**src/rtl/m00_read_burst_splitter.sv**
```systemverilog
// Splits AXI4 read bursts of up to 256 beats into sub-bursts of at most 16 beats
// and merges the returned R beats back into one burst with the original ID and RLAST.
module m00_read_burst_splitter #(
    parameter int ADDR_WIDTH = 33,
    parameter int DATA_WIDTH = 256,
    parameter int ID_WIDTH   = 3,
    parameter int CMD_DEPTH  = 4
) (
    input  logic                  aclk,
    input  logic                  areset,
    input  logic [ID_WIDTH-1:0]   s_axi_arid,
    input  logic [ADDR_WIDTH-1:0] s_axi_araddr,
    input  logic [7:0]            s_axi_arlen,
    input  logic [2:0]            s_axi_arsize,
    input  logic [1:0]            s_axi_arburst,
    input  logic [3:0]            s_axi_arcache,
    input  logic [2:0]            s_axi_arprot,
    input  logic [3:0]            s_axi_arqos,
    input  logic                  s_axi_arvalid,
    output logic                  s_axi_arready,
    output logic [ID_WIDTH-1:0]   s_axi_rid,
    output logic [DATA_WIDTH-1:0] s_axi_rdata,
    output logic [1:0]            s_axi_rresp,
    output logic                  s_axi_rlast,
    output logic                  s_axi_rvalid,
    input  logic                  s_axi_rready,
    output logic [ADDR_WIDTH-1:0] m_axi_araddr,
    output logic [3:0]            m_axi_arlen,
    output logic [2:0]            m_axi_arsize,
    output logic [1:0]            m_axi_arburst,
    output logic [3:0]            m_axi_arcache,
    output logic [2:0]            m_axi_arprot,
    output logic [3:0]            m_axi_arqos,
    output logic                  m_axi_arvalid,
    input  logic                  m_axi_arready,
    input  logic [DATA_WIDTH-1:0] m_axi_rdata,
    input  logic [1:0]            m_axi_rresp,
    input  logic                  m_axi_rlast,
    input  logic                  m_axi_rvalid,
    output logic                  m_axi_rready
);

    localparam int              PTR_W   = (CMD_DEPTH > 1) ? $clog2(CMD_DEPTH) : 1;
    localparam logic [PTR_W:0]  DEPTH_C = (PTR_W + 1)'(CMD_DEPTH);
    localparam logic [PTR_W:0]  CNT_ONE = (PTR_W + 1)'(1);
    localparam logic [PTR_W-1:0] PTR_ONE = PTR_W'(1);
    localparam logic [1:0]      BURST_INCR = 2'b01;

    typedef enum logic [0:0] {IDLE, ISSUE} ar_state_t;

    ar_state_t state, state_next;
    logic      init_done;

    logic [ADDR_WIDTH-1:0] addr_r;
    logic [7:0]            rem_r;
    logic [2:0]            size_r;
    logic [1:0]            burst_r;
    logic [3:0]            cache_r;
    logic [2:0]            prot_r;
    logic [3:0]            qos_r;

    logic [ID_WIDTH-1:0] fifo_id   [CMD_DEPTH];
    logic [3:0]          fifo_nsub [CMD_DEPTH];
    logic [PTR_W-1:0]    wr_ptr, rd_ptr;
    logic [PTR_W:0]      count;
    logic [3:0]          sub_cnt;

    logic cmd_full, hv, push, pop, m_ar_hs, r_hs, last_sub;

    // INCR sub-bursts restart on a size-aligned address one full 16-beat stride ahead.
    function automatic logic [ADDR_WIDTH-1:0] next_addr(
        input logic [ADDR_WIDTH-1:0] addr,
        input logic [2:0]            size,
        input logic [1:0]            burst
    );
        logic [ADDR_WIDTH-1:0] mask;
        logic [ADDR_WIDTH-1:0] step;
        mask = (ADDR_WIDTH'(1) << size) - ADDR_WIDTH'(1);
        step = ADDR_WIDTH'(16) << size;
        if (burst == BURST_INCR) begin
            return (addr & ~mask) + step;
        end
        return addr;
    endfunction

    function automatic logic [3:0] clamp_len(input logic [7:0] rem);
        return (rem > 8'd15) ? 4'd15 : rem[3:0];
    endfunction

    assign cmd_full = (count == DEPTH_C);
    assign hv       = (count != '0);
    assign push     = s_axi_arvalid && s_axi_arready;
    assign m_ar_hs  = m_axi_arvalid && m_axi_arready;

    always_ff @(posedge aclk) begin
        if (areset) begin
            state <= IDLE;
        end else begin
            state <= state_next;
        end
    end

    always_comb begin
        state_next    = state;
        s_axi_arready = 1'b0;
        m_axi_arvalid = 1'b0;
        case (state)
            IDLE: begin
                s_axi_arready = init_done && !cmd_full;
                if (s_axi_arvalid && init_done && !cmd_full) begin
                    state_next = ISSUE;
                end
            end
            ISSUE: begin
                m_axi_arvalid = 1'b1;
                if (m_axi_arready && (rem_r <= 8'd15)) begin
                    state_next = IDLE;
                end
            end
            default: state_next = IDLE;
        endcase
    end

    always_ff @(posedge aclk) begin
        if (push) begin
            addr_r  <= s_axi_araddr;
            rem_r   <= s_axi_arlen;
            size_r  <= s_axi_arsize;
            burst_r <= s_axi_arburst;
            cache_r <= s_axi_arcache;
            prot_r  <= s_axi_arprot;
            qos_r   <= s_axi_arqos;
        end else if (m_ar_hs && (rem_r > 8'd15)) begin
            rem_r  <= rem_r - 8'd16;
            addr_r <= next_addr(addr_r, size_r, burst_r);
        end
    end

    assign m_axi_araddr  = addr_r;
    assign m_axi_arlen   = clamp_len(rem_r);
    assign m_axi_arsize  = size_r;
    assign m_axi_arburst = burst_r;
    assign m_axi_arcache = cache_r;
    assign m_axi_arprot  = prot_r;
    assign m_axi_arqos   = qos_r;

    // R merge: beats flow straight through, gated by having a tracked burst at the head.
    assign last_sub     = (sub_cnt == fifo_nsub[rd_ptr]);
    assign r_hs         = m_axi_rvalid && s_axi_rready && hv;
    assign pop          = r_hs && m_axi_rlast && last_sub;
    assign s_axi_rvalid = m_axi_rvalid && hv;
    assign m_axi_rready = s_axi_rready && hv;
    assign s_axi_rdata  = m_axi_rdata;
    assign s_axi_rresp  = m_axi_rresp;
    assign s_axi_rid    = fifo_id[rd_ptr];
    assign s_axi_rlast  = m_axi_rlast && last_sub;

    always_ff @(posedge aclk) begin
        if (push) begin
            fifo_id[wr_ptr]   <= s_axi_arid;
            fifo_nsub[wr_ptr] <= s_axi_arlen[7:4];
        end
    end

    always_ff @(posedge aclk) begin
        if (areset) begin
            init_done <= 1'b0;
            wr_ptr    <= '0;
            rd_ptr    <= '0;
            count     <= '0;
            sub_cnt   <= '0;
        end else begin
            init_done <= 1'b1;
            if (push) begin
                wr_ptr <= wr_ptr + PTR_ONE;
            end
            if (pop) begin
                rd_ptr <= rd_ptr + PTR_ONE;
            end
            case ({push, pop})
                2'b10:   count <= count + CNT_ONE;
                2'b01:   count <= count - CNT_ONE;
                default: count <= count;
            endcase
            if (r_hs && m_axi_rlast) begin
                sub_cnt <= last_sub ? 4'd0 : sub_cnt + 4'd1;
            end
        end
    end

endmodule
```
**config.mk**
```make
export PLATFORM = sky130hd
export DESIGN_NAME = m00_read_burst_splitter
export DESIGN_NICKNAME = d
export VERILOG_FILES = /design/src/rtl/m00_read_burst_splitter.sv
export SDC_FILE = /design/constraint.sdc
export NUM_CORES = 1
export LEC_CHECK = 0
export CORE_AREA = 2 2 248 250
export DETAILED_ROUTE_END_ITERATION = 8
export DIE_AREA = 0 0 250 252
export GPL_ROUTABILITY_DRIVEN = 0
export PLACE_DENSITY = 0.44
export SLEW_MARGIN = 0
export SYNTH_ARGS = -nofsm -noshare
export SYNTH_HDL_FRONTEND = slang
export SYNTH_SLANG_ARGS = --single-unit
```
**constraint.sdc**
```tcl
create_clock -name aclk -period 7.6 [get_ports aclk]
set_input_delay 1.52 -clock aclk [delete_from_list [all_inputs] [get_ports aclk]]
set_output_delay 1.52 -clock aclk [all_outputs]
set_load 0.01 [all_outputs]
```
==> results.yml, run 1 <==
detailed_routing:
  dr.first_iter.drc_count: 216
  ant_nets: 0
  vias_per_cell: 3.075
  drtPass1Iterations: 4
  wl_per_cell_microns: 15.50
  wl_microns: 20820
  vias: 4130
  post-route-drc-count: 0
finish:
  design_area_sq_um: 7612
  fin_util: 0.1266
  n_fill_cell: 6875
  num_antenna_cells: 0
  seq_area_sq_um: 2853
  nNetsFinal: 899
  drive_gt1_frac: 0.08734
  area_growth_pct: 8.391
  multiInputGateArea_sq_um: 2063
sta:
  skew_ns: 0.01329
  max_freq_mhz: 235.7
  rsz0062_at_grt: "false"
  hold_violations: 0
  tightest_slew_ns: 0.9557
  slew_viol_final: 0
  period_needed_ns: 4.243
  fin_tns_setup_ns: 0
  slew_headroom: 0.3629
  fin_crit_sh: 0.5582
  setup_violations: 0
floorplan:
  die_h_microns: 252
  initial_core_util: 0.1168
  die_w_microns: 250
  ioPinCount: 644
  core_area_sq_um: 60130
  dieArea_sq_um: 63000
  fp-row-count: 90
status:
  outcome: "finished clean"
place:
  io_buffers: 127
  dp_hpwl_microns: 15930
  dpl-instance-area_sq_um: 7293
pwr:
  p_leak_uw: 0.002357
  p_per_area_nw_per_um2: 177.2
  peakVddDrop_v: 0.0001051
  p_sw_frac: 0.2883
  comb_power_share: 0.143
  pwr-share-clk: 0.377
  internal_power_uw: 960.0
  power.share.sequential: 0.479
  power_switching_uw: 388.8
yosys:
  synthMuxAreaShare: 0.02387
  ys_types: 54
  synth_compound_area_frac: 0.06948
  avgSynthCellArea_sq_um: 10.15
  synth-xor-area-share: 0.04988
  async_flop_share: 0
  synth_fa_ha_area_frac: 0.03421
  synthSimpleGateAreaFrac: 0.1131
  ys_seq_area_frac: 0.4062
  ys_warn_count: 0
  synth_top_family_by_area: "buffers and inverters"
  synth_area_sq_um: 7023
  syn_inst: 692
  synth-seq-cells: 100
  synth_ff_type: "edfxtp_1"
  synth_edf_count: 85
  synth_fp_nets: 1035
clock_tree:
  cts_buffers: 9
  post_cts_buffers: 0
  cts_buffer_depth: 2
  cts_tree: "done"
  cts_repair_resize_count: 0
  cts.sinks: 100
  clockRootBuffer: "clkbuf_16"
  clock_latency_ns: 0.39
  cts.reportedPaths.clkPinSlew_ns: 0.09
  htreeDepth: 3
  holdBufCountCts: 0
critical_path:
  critical_path_class: "in -> out"
  cp_max_fo: 3
  cp-startpoint: "m_axi_rvalid"
  required_ns: 6.08
  cp.arrival_ns: 2.72
  critPathCaptureType: "primary output"
  start_kind: "input pin"
  worstReg2RegStart: "m_axi_arsize[2]$_DFFE_PP_"
flow_run:
  cap_violations: 0
grt:
  grt_pass1_wl_microns: 29050
  antenna_found_initial: 4
  grt_usage: 0.06511
  grt_max_degree: 55
  overflow: 0
  grt_pass1_vias: 4241
hold_path:
  hp-start: "wr_ptr[1]$_SDFFE_PP0P_"
  min_path_type: "reg -> reg"
[per-layer routing]
layer / vias to the layer above / share of wire / global-route usage
li1: 1805 / - / -
met1: 1949 / 0.43 / 0.07763
met2: 283 / 0.41 / 0.08691
met3: 87 / 0.12 / 0.04199
met4: 6 / 0.039 / 0.03576
met5: - / 0.0032 / 0.006178
[Yosys cell counts, types with 2 or more instances]
master	instances	area, sq um
buf_4	260	1952
edfxtp_1	85	2552
nand2_1	50	187.7
xnor2_1	35	306.5
nor2_1	34	127.6
inv_1	24	90.09
o21ai_0	22	110.1
ha_1	16	200.2
a21oi_1	15	75.07
dfxtp_1	15	300.3
and3_1	11	68.82
clkbuf_1	10	37.54
nor3_1	10	50.05
a211oi_1	8	60.06
o21ai_1	8	40.04
buf_2	7	35.03
mux4_2	7	157.7
nand2b_1	7	43.79
nand3_1	7	35.03
nand4_1	6	37.54
nor2b_1	6	37.54
xor2_1	5	43.79
a31oi_1	3	18.77
and2_1	3	18.77
a2111oi_2	2	30.03
a21boi_0	2	15.01
a21o_1	2	15.01
fa_1	2	40.04
nor4_2	2	25.02
nor4b_2	2	30.03
nor4b_4	2	47.55
o41ai_1	2	17.52
[kinds of logic (layout without fill, tap and decap cells)]
group,Yosys count,after routing
muxes,8,8
buffers and inverters,303,172
and+or+nand+nor,149,149
adders and majority gates,18,18
DFF,100,100
AOI/OAI and AO/OA,74,74
xor gates and xnor gates,40,40
[sequential cells by signal, indices dropped and copies added, names as in the netlist, named ones only]
| signal | cells |
|---|---|
| count | 3 |
| rd_ptr | 2 |
| m_axi_arsize | 3 |
| fifo_nsub | 16 |
| m_axi_arburst | 2 |
| init_done | 1 |
| sub_cnt | 4 |
| m_axi_arcache | 4 |
| m_axi_arqos | 4 |
| wr_ptr | 2 |
| state | 1 |
| m_axi_araddr | 33 |
| rem_r | 8 |
| m_axi_arprot | 3 |
| fifo_id | 12 |
[per-stage QoR]
stage                     total power, uW  setup slack, ns  instances  hold slack [ns]
after floorplan                     886.4            2.092        692           0.4692
after global placement              856.4            3.364       1327           0.4830
after detailed placement            857.8            3.352       1327           0.4971
after CTS                            1388            3.260       1343           0.5102
after global routing                 1421            3.129       1343           0.5477
final                                1349            3.357       1343           0.5161
[cell type report]
type	instances	area share
Sequential cell	100	0.3748
Tap cell	782	0.1285
Inverter	24	0.01183
Clock buffer	9	0.02959
Multi-Input combinational cell	289	0.2710
Timing Repair Buffer	132	0.1719
Clock inverter	7	0.01233
[critical path: stages]
cell and delay, ns:
clkdlybuf4s50_1 0.45, nor2b_1 0.19, clkdlybuf4s50_1 0.56
[cells in the final DEF, fill, tap and decap left out, types with 8 or more instances in the layout]
cell,netlist,routed
a211oi_1,8,8
a21oi_1,15,15
and3_1,11,11
clkbuf_16,0,9
clkdlybuf4s50_1,0,127
dfxtp_1,15,15
edfxtp_1,85,85
ha_1,16,16
inv_1,24,23
nand2_1,50,50
nor2_1,34,34
nor3_1,10,10
o21ai_0,22,22
o21ai_1,8,8
xnor2_1,35,35
[path summary, 6_finish.rpt]
path              slack [ns]                    endpoint  cells after the start
setup / recovery        3.36                s_axi_rvalid                      3
hold / removal          0.52      wr_ptr[1]$_SDFFE_PP0P_                      2
setup reg to reg        3.89  m_axi_araddr[31]$_DFFE_PP_                     12
hold reg to reg         0.52      wr_ptr[1]$_SDFFE_PP0P_                      2
[power by group through the flow]
stage                     clock, uW  combinational (uW)  sequential [uW]
after floorplan                   0                 226              660
after global placement            0                 196              660
after detailed placement          0                 198              660
after CTS                       542                 199              648
after global routing            555                 215              651
final                           509                 193              647
No activity file was read; power rests on OpenSTA's default activity.
==> run 2: changes to the inputs <==
--- a/config.mk
+++ b/config.mk
@@ -5,9 +5,9 @@
 export SDC_FILE = /design/constraint.sdc
 export NUM_CORES = 1
 export LEC_CHECK = 0
-export CORE_AREA = 2 2 248 250
+export CORE_AREA = 2 2 253 255
 export DETAILED_ROUTE_END_ITERATION = 8
-export DIE_AREA = 0 0 250 252
+export DIE_AREA = 0 0 255 257
 export GPL_ROUTABILITY_DRIVEN = 0
 export PLACE_DENSITY = 0.44
 export SLEW_MARGIN = 0
==> constraint.sdc (replaced) <==
create_clock -name aclk -period 3.7 [get_ports aclk]
set_input_delay 0.74 -clock aclk [delete_from_list [all_inputs] [get_ports aclk]]
set_output_delay 0.74 -clock aclk [all_outputs]
set_load 0.01 [all_outputs]
==> run 2 against run 1 <==
Register-to-register slack lost 3.5 ns. Die area grew 4.0%. Sequential share of layout area shrank 0.55 points. Critical path type is now reg -> reg. Clock power grew 98%. Sequential cell count is the same. Global-route usage shrank 0.099 points.
==> results.yml, run 2 (synthesis gave the netlist of run 1 again) <==
sta:
  rsz0062_at_grt: "false"
  hold_violations: 0
  setup_violations: 0
  fin_crit_sh: 0.9079
  slew_viol_final: 0
  slew_headroom: 0.5858
  period_needed_ns: 3.359
  tightest_slew_ns: 0.6214
  fin_tns_setup_ns: 0
  max_freq_mhz: 297.7
  skew_ns: 0.01405
detailed_routing:
  post-route-drc-count: 0
  vias_per_cell: 2.888
  vias: 4081
  wl_microns: 20840
  dr.first_iter.drc_count: 163
  wl_per_cell_microns: 14.75
  ant_nets: 0
  drtPass1Iterations: 4
pwr:
  power_switching_uw: 781.4
  power.share.sequential: 0.483
  p_per_area_nw_per_um2: 355.8
  p_sw_frac: 0.2842
  comb_power_share: 0.149
  power_uw: 2750
  peakVddDrop_v: 0.0002258
  pwr-share-clk: 0.367
  p_leak_uw: 0.002389
  internal_power_uw: 1968
floorplan:
  fp-row-count: 92
  die_w_microns: 255
  initial_core_util: 0.1119
  ioPinCount: 644
  core_area_sq_um: 62740
  dieArea_sq_um: 65540
  die_h_microns: 257
finish:
  largest_reg_flops: 33
  nNetsFinal: 905
  drive_gt1_frac: 0.09700
  num_antenna_cells: 0
  layout_common_cells: "clkdlybuf4s50_1 (127), edfxtp_1 (85), nand2_1 (50), xnor2_1 (35), nor2_1 (34)"
  final_common_cell: "clkdlybuf4s50_1"
  area_growth_pct: 10.05
clock_tree:
  holdBufCountCts: 0
  htreeDepth: 3
  cts_tree: "done"
  cts.reportedPaths.clkPinSlew_ns: 0.08
  cts_buffers: 9
  clockRootBuffer: "clkbuf_16"
  cts_buffer_depth: 2
  clock_latency_ns: 0.40
  cts.sinks: 100
critical_path:
  cp_max_fo: 13
  crit_path_cell_trace: "nand2_1 > nor2_1 > inv_1 > ha_1 > and2_1 > ha_1 > a21o_1 > a2111oi_0 > o31a_1 > buf_4 > nor3_1 > xnor2_1 > o21ai_0"
  required_ns: 3.83
  critPathSlowestCell: "edfxtp_1"
  critPathCaptureType: "flop"
  crit_top_cell: "ha_1"
  cp_slowest_stage_delay_ns: 0.59
  start_kind: "flop"
  cp.arrival_ns: 3.49
  critical_path_class: "reg -> reg"
grt:
  grt_pass1_wl_microns: 29440
  overflow: 0
  grt_pass1_vias: 4401
  grt_usage: 0.06412
  grt_max_degree: 42
  antenna_found_initial: 3
flow_run:
  cap_violations: 0
status:
  outcome: "finished clean"
place:
  dp_hpwl_microns: 16000
  io_buffers: 127
hold_path:
  min_path_type: "reg -> reg"
[run 2: metal layers]
metal / global-route usage / part of all wire / vias to the layer above
li1: - / - / 1815
met1: 0.06897 / 0.40 / 1932
met3: 0.04754 / 0.13 / 71
met2: 0.09156 / 0.43 / 255
met4: 0.03184 / 0.031 / 8
met5: 0.004511 / 0.0041 / -
[run 2: stage by stage]
step | cell area, sq um | hold WS [ns] | utilization | setup slack [ns] | std cells
detailed placement | 7440 | 0.4948 | 0.1186 | 0.3894 | 1397
global placement | 7440 | 0.4811 | 0.1186 | 0.4814 | 1397
global route | 7729 | 0.5239 | 0.1232 | 0.06029 | 1413
CTS | 7727 | 0.5057 | 0.1232 | 0.09706 | 1413
floorplan | 7030 | 0.4692 | - | 0.3062 | 692
finish | 7729 | 0.5007 | 0.1232 | 0.3408 | 1413
[run 2: worst max-delay path, delay by kind of cell, from the launching register on]
family / cells / cell delay [ns]
simple gates: 4 / 0.60
fa+ha+maj: 2 / 0.47
xor+xnor: 1 / 0.15
flops: 1 / 0.59
compound gates: 4 / 0.97
buf+inv: 2 / 0.32
[run 2: power by group through the flow]
stage          sequential [uW]  combinational [uW]  clock (uW)
2_1_floorplan             1360                 465           0
3_3_place_gp              1350                 421           0
3_5_place_dp              1360                 424           0
4_1_cts                   1330                 426        1090
5_1_grt                   1340                 455        1120
6_report                  1330                 411        1010
[run 2: layout make-up]
class / instances / area, sq um
fill: 7111 / 55010
sequential: 100 / 2854
multi-input combinational: 289 / 2059
timing repair buffer: 138 / 1379
tap: 846 / 1059
clock buffer: 9 / 225.2
inverter: 24 / 90.09
clock inverter: 7 / 62.56
[run 2: final timing paths]
kind,from,end,slack [ns],depth (start not counted)
hold reg to reg,wr_ptr[1]$_SDFFE_PP0P_,wr_ptr[1]$_SDFFE_PP0P_,0.50,2
setup / recovery,m_axi_arsize[0]$_DFFE_PP_,m_axi_araddr[29]$_DFFE_PP_,0.34,13
hold / removal,wr_ptr[1]$_SDFFE_PP0P_,wr_ptr[1]$_SDFFE_PP0P_,0.50,2
setup reg to reg,m_axi_arsize[0]$_DFFE_PP_,m_axi_araddr[29]$_DFFE_PP_,0.34,13
[run 2: what timing repair did]
action,CTS,global route
endpoints found under the setup margin,0,1
setup buffers,0,0
gates resized for setup,0,1
hold endpoints to repair,0,0
==> run 3: changes to the inputs <==
--- a/config.mk
+++ b/config.mk
@@ -5,9 +5,10 @@
 export SDC_FILE = /design/constraint.sdc
 export NUM_CORES = 1
 export LEC_CHECK = 0
-export CORE_AREA = 2 2 253 255
+export CAP_MARGIN = 20
+export CORE_AREA = 2 2 248 250
 export DETAILED_ROUTE_END_ITERATION = 8
-export DIE_AREA = 0 0 255 257
+export DIE_AREA = 0 0 250 252
 export GPL_ROUTABILITY_DRIVEN = 0
 export PLACE_DENSITY = 0.44
 export SLEW_MARGIN = 0
==> constraint.sdc (replaced) <==
create_clock -name aclk -period 3.2 [get_ports aclk]
set_input_delay 0.64 -clock aclk [delete_from_list [all_inputs] [get_ports aclk]]
set_output_delay 0.64 -clock aclk [all_outputs]
set_load 0.01 [all_outputs]
==> run 3 against run 2 <==
Via count increased by 1.7%. Power increased by 16%. Global-route usage increased by 0.34 points. Combinational power increased by 21%. Clock power increased by 15%. Sequential cell count unchanged. Register-to-register slack got worse by 0.12 ns. Worst setup slack got worse by 0.15 ns. Clock-buffer cell count unchanged. Die area decreased by 3.9%. First-iteration DRC count decreased by 18%. Worst hold slack improved by 0.0023 ns. Critical path type is now reg -> out. Critical endpoint is now m_axi_arlen[3]. Highest routed layer unchanged.
==> results.yml, run 3 (synthesis gave the netlist of run 1 again) <==
status:
  outcome: "finished clean"
clock_tree:
  clock_latency_ns: 0.39
  clockRootBuffer: "clkbuf_16"
  holdBufCountCts: 0
  cts_buffer_depth: 2
  cts.sinks: 100
  cts_tree: "done"
  cts.reportedPaths.clkPinSlew_ns: 0.08
  cts_buffers: 9
  htreeDepth: 3
sta:
  setup_violations: 0
  whs_ns: 0.5030
  slew_viol_final: 0
  skew_ns: 0.01762
  fin_crit_sh: 0.9416
  max_freq_mhz: 331.9
  tightest_slew_ns: 0.5574
  hold_violations: 0
  slew_headroom: 0.6245
  period_needed_ns: 3.013
  rsz0062_at_grt: "true"
critical_path:
  r2r-end: "m_axi_araddr[28]$_DFFE_PP_"
  r2r_setup_slack_ns: 0.22
  critical_path_class: "reg -> out"
  cp.arrival_ns: 2.37
  critPathCaptureType: "primary output"
  worstReg2RegStart: "m_axi_arsize[2]$_DFFE_PP_"
  cp_max_fo: 5
  r2r_cells: 12
  start_kind: "flop"
  required_ns: 2.56
finish:
  fin_util: 0.1293
  final_common_cell: "clkdlybuf4s50_1"
  drive_gt1_frac: 0.1176
  nNetsFinal: 916
  final_cells: 1360
  area_growth_pct: 10.74
  largest_reg_flops: 33
  layout_common_cells: "clkdlybuf4s50_1 (127), edfxtp_1 (85), nand2_1 (50), xnor2_1 (35), nor2_1 (34)"
  num_antenna_cells: 0
grt:
  grt_pass1_wl_microns: 30200
  overflow: 0
  grt_pass1_vias: 4414
  grt_max_degree: 49
  antenna_found_initial: 3
  grt_usage: 0.06751
floorplan:
  fp-row-count: 90
  core_area_sq_um: 60130
  die_w_microns: 250
  die_h_microns: 252
  initial_core_util: 0.1168
  ioPinCount: 644
  dieArea_sq_um: 63000
detailed_routing:
  ant_nets: 0
  vias: 4152
  wl_microns: 21440
  post-route-drc-count: 0
  dr.first_iter.drc_count: 133
  vias_per_cell: 3.053
  drtPass1Iterations: 4
  wl_per_cell_microns: 15.77
hold_path:
  holdPathStages: 2
  min_path_type: "reg -> reg"
  hp-start: "wr_ptr[1]$_SDFFE_PP0P_"
  hold_end: "wr_ptr[1]$_SDFFE_PP0P_"
place:
  dp_hpwl_microns: 16520
  io_buffers: 127
  placed_cells: 1344
flow_run:
  cap_violations: 0
pwr:
  p_per_area_nw_per_um2: 410.5
  p_leak_uw: 0.002449
  peakVddDrop_v: 0.0002418
  power_uw: 3193
-- run 3: critical path: stages (launching register included) --
cell and delay (ns):
edfxtp_1 0.41, inv_1 0.10, ha_1 0.16, and3_1 0.17, a31oi_1 0.11, nor3_2 0.38
nand2b_1 0.16, clkdlybuf4s50_1 0.50
-- run 3: area by class of cell --
class	count	area [sq um]
Fill cell	6827	52360
Sequential cell	100	2854
Multi-Input combinational cell	289	2076
Timing Repair Buffer	149	1486
Tap cell	782	978.4
Clock buffer	9	225.2
Inverter	24	90.09
Clock inverter	7	67.56
-- run 3: metrics by stage --
step	cell area (sq um)	setup WS [ns]	TNS, ns
floorplan	7042	0.2904	0
global placement	7467	-0.006182	-0.006182
detailed placement	7467	-0.006992	-0.006992
CTS	7770	0.04782	0
global route	7777	-0.01522	-0.01522
finish	7777	0.1870	0
-- run 3: layer usage --
metal	routed length [microns]	track usage	up-vias
met4	596	0.03216	8
met3	2682	0.04519	79
met5	63	0.004633	-
met2	9318	0.09853	276
li1	-	-	1837
met1	8782	0.07477	1952
-- run 3: where the power goes --
| group | switching [uW] | internal, uW | total (uW) |
|---|---|---|---|
| sequential | 45.0 | 1490 | 1530 |
| clock | 614 | 551 | 1160 |
| combinational | 247 | 250 | 497 |
-- run 3: how the worst max path moves through the flow --
stage	from	cells after the start	end
3_5_place_dp	m_axi_arsize[0]$_DFFE_PP_	10	m_axi_araddr[28]$_DFFE_PP_
3_3_place_gp	m_axi_arsize[0]$_DFFE_PP_	10	m_axi_araddr[18]$_DFFE_PP_
5_1_grt	m_axi_arsize[0]$_DFFE_PP_	10	m_axi_araddr[28]$_DFFE_PP_
6_report	rem_r[4]$_DFFE_PP_	7	m_axi_arlen[3]
4_1_cts	flop	5	s_axi_rlast
2_1_floorplan	m_axi_arsize[0]$_DFFE_PP_	13	m_axi_araddr[19]$_DFFE_PP_
-- run 3: what timing repair did --
item                                    4_1_cts  5_1_grt
buffers inserted                              0        0
gates resized for setup                       2        3
endpoints found under the setup margin        6       12
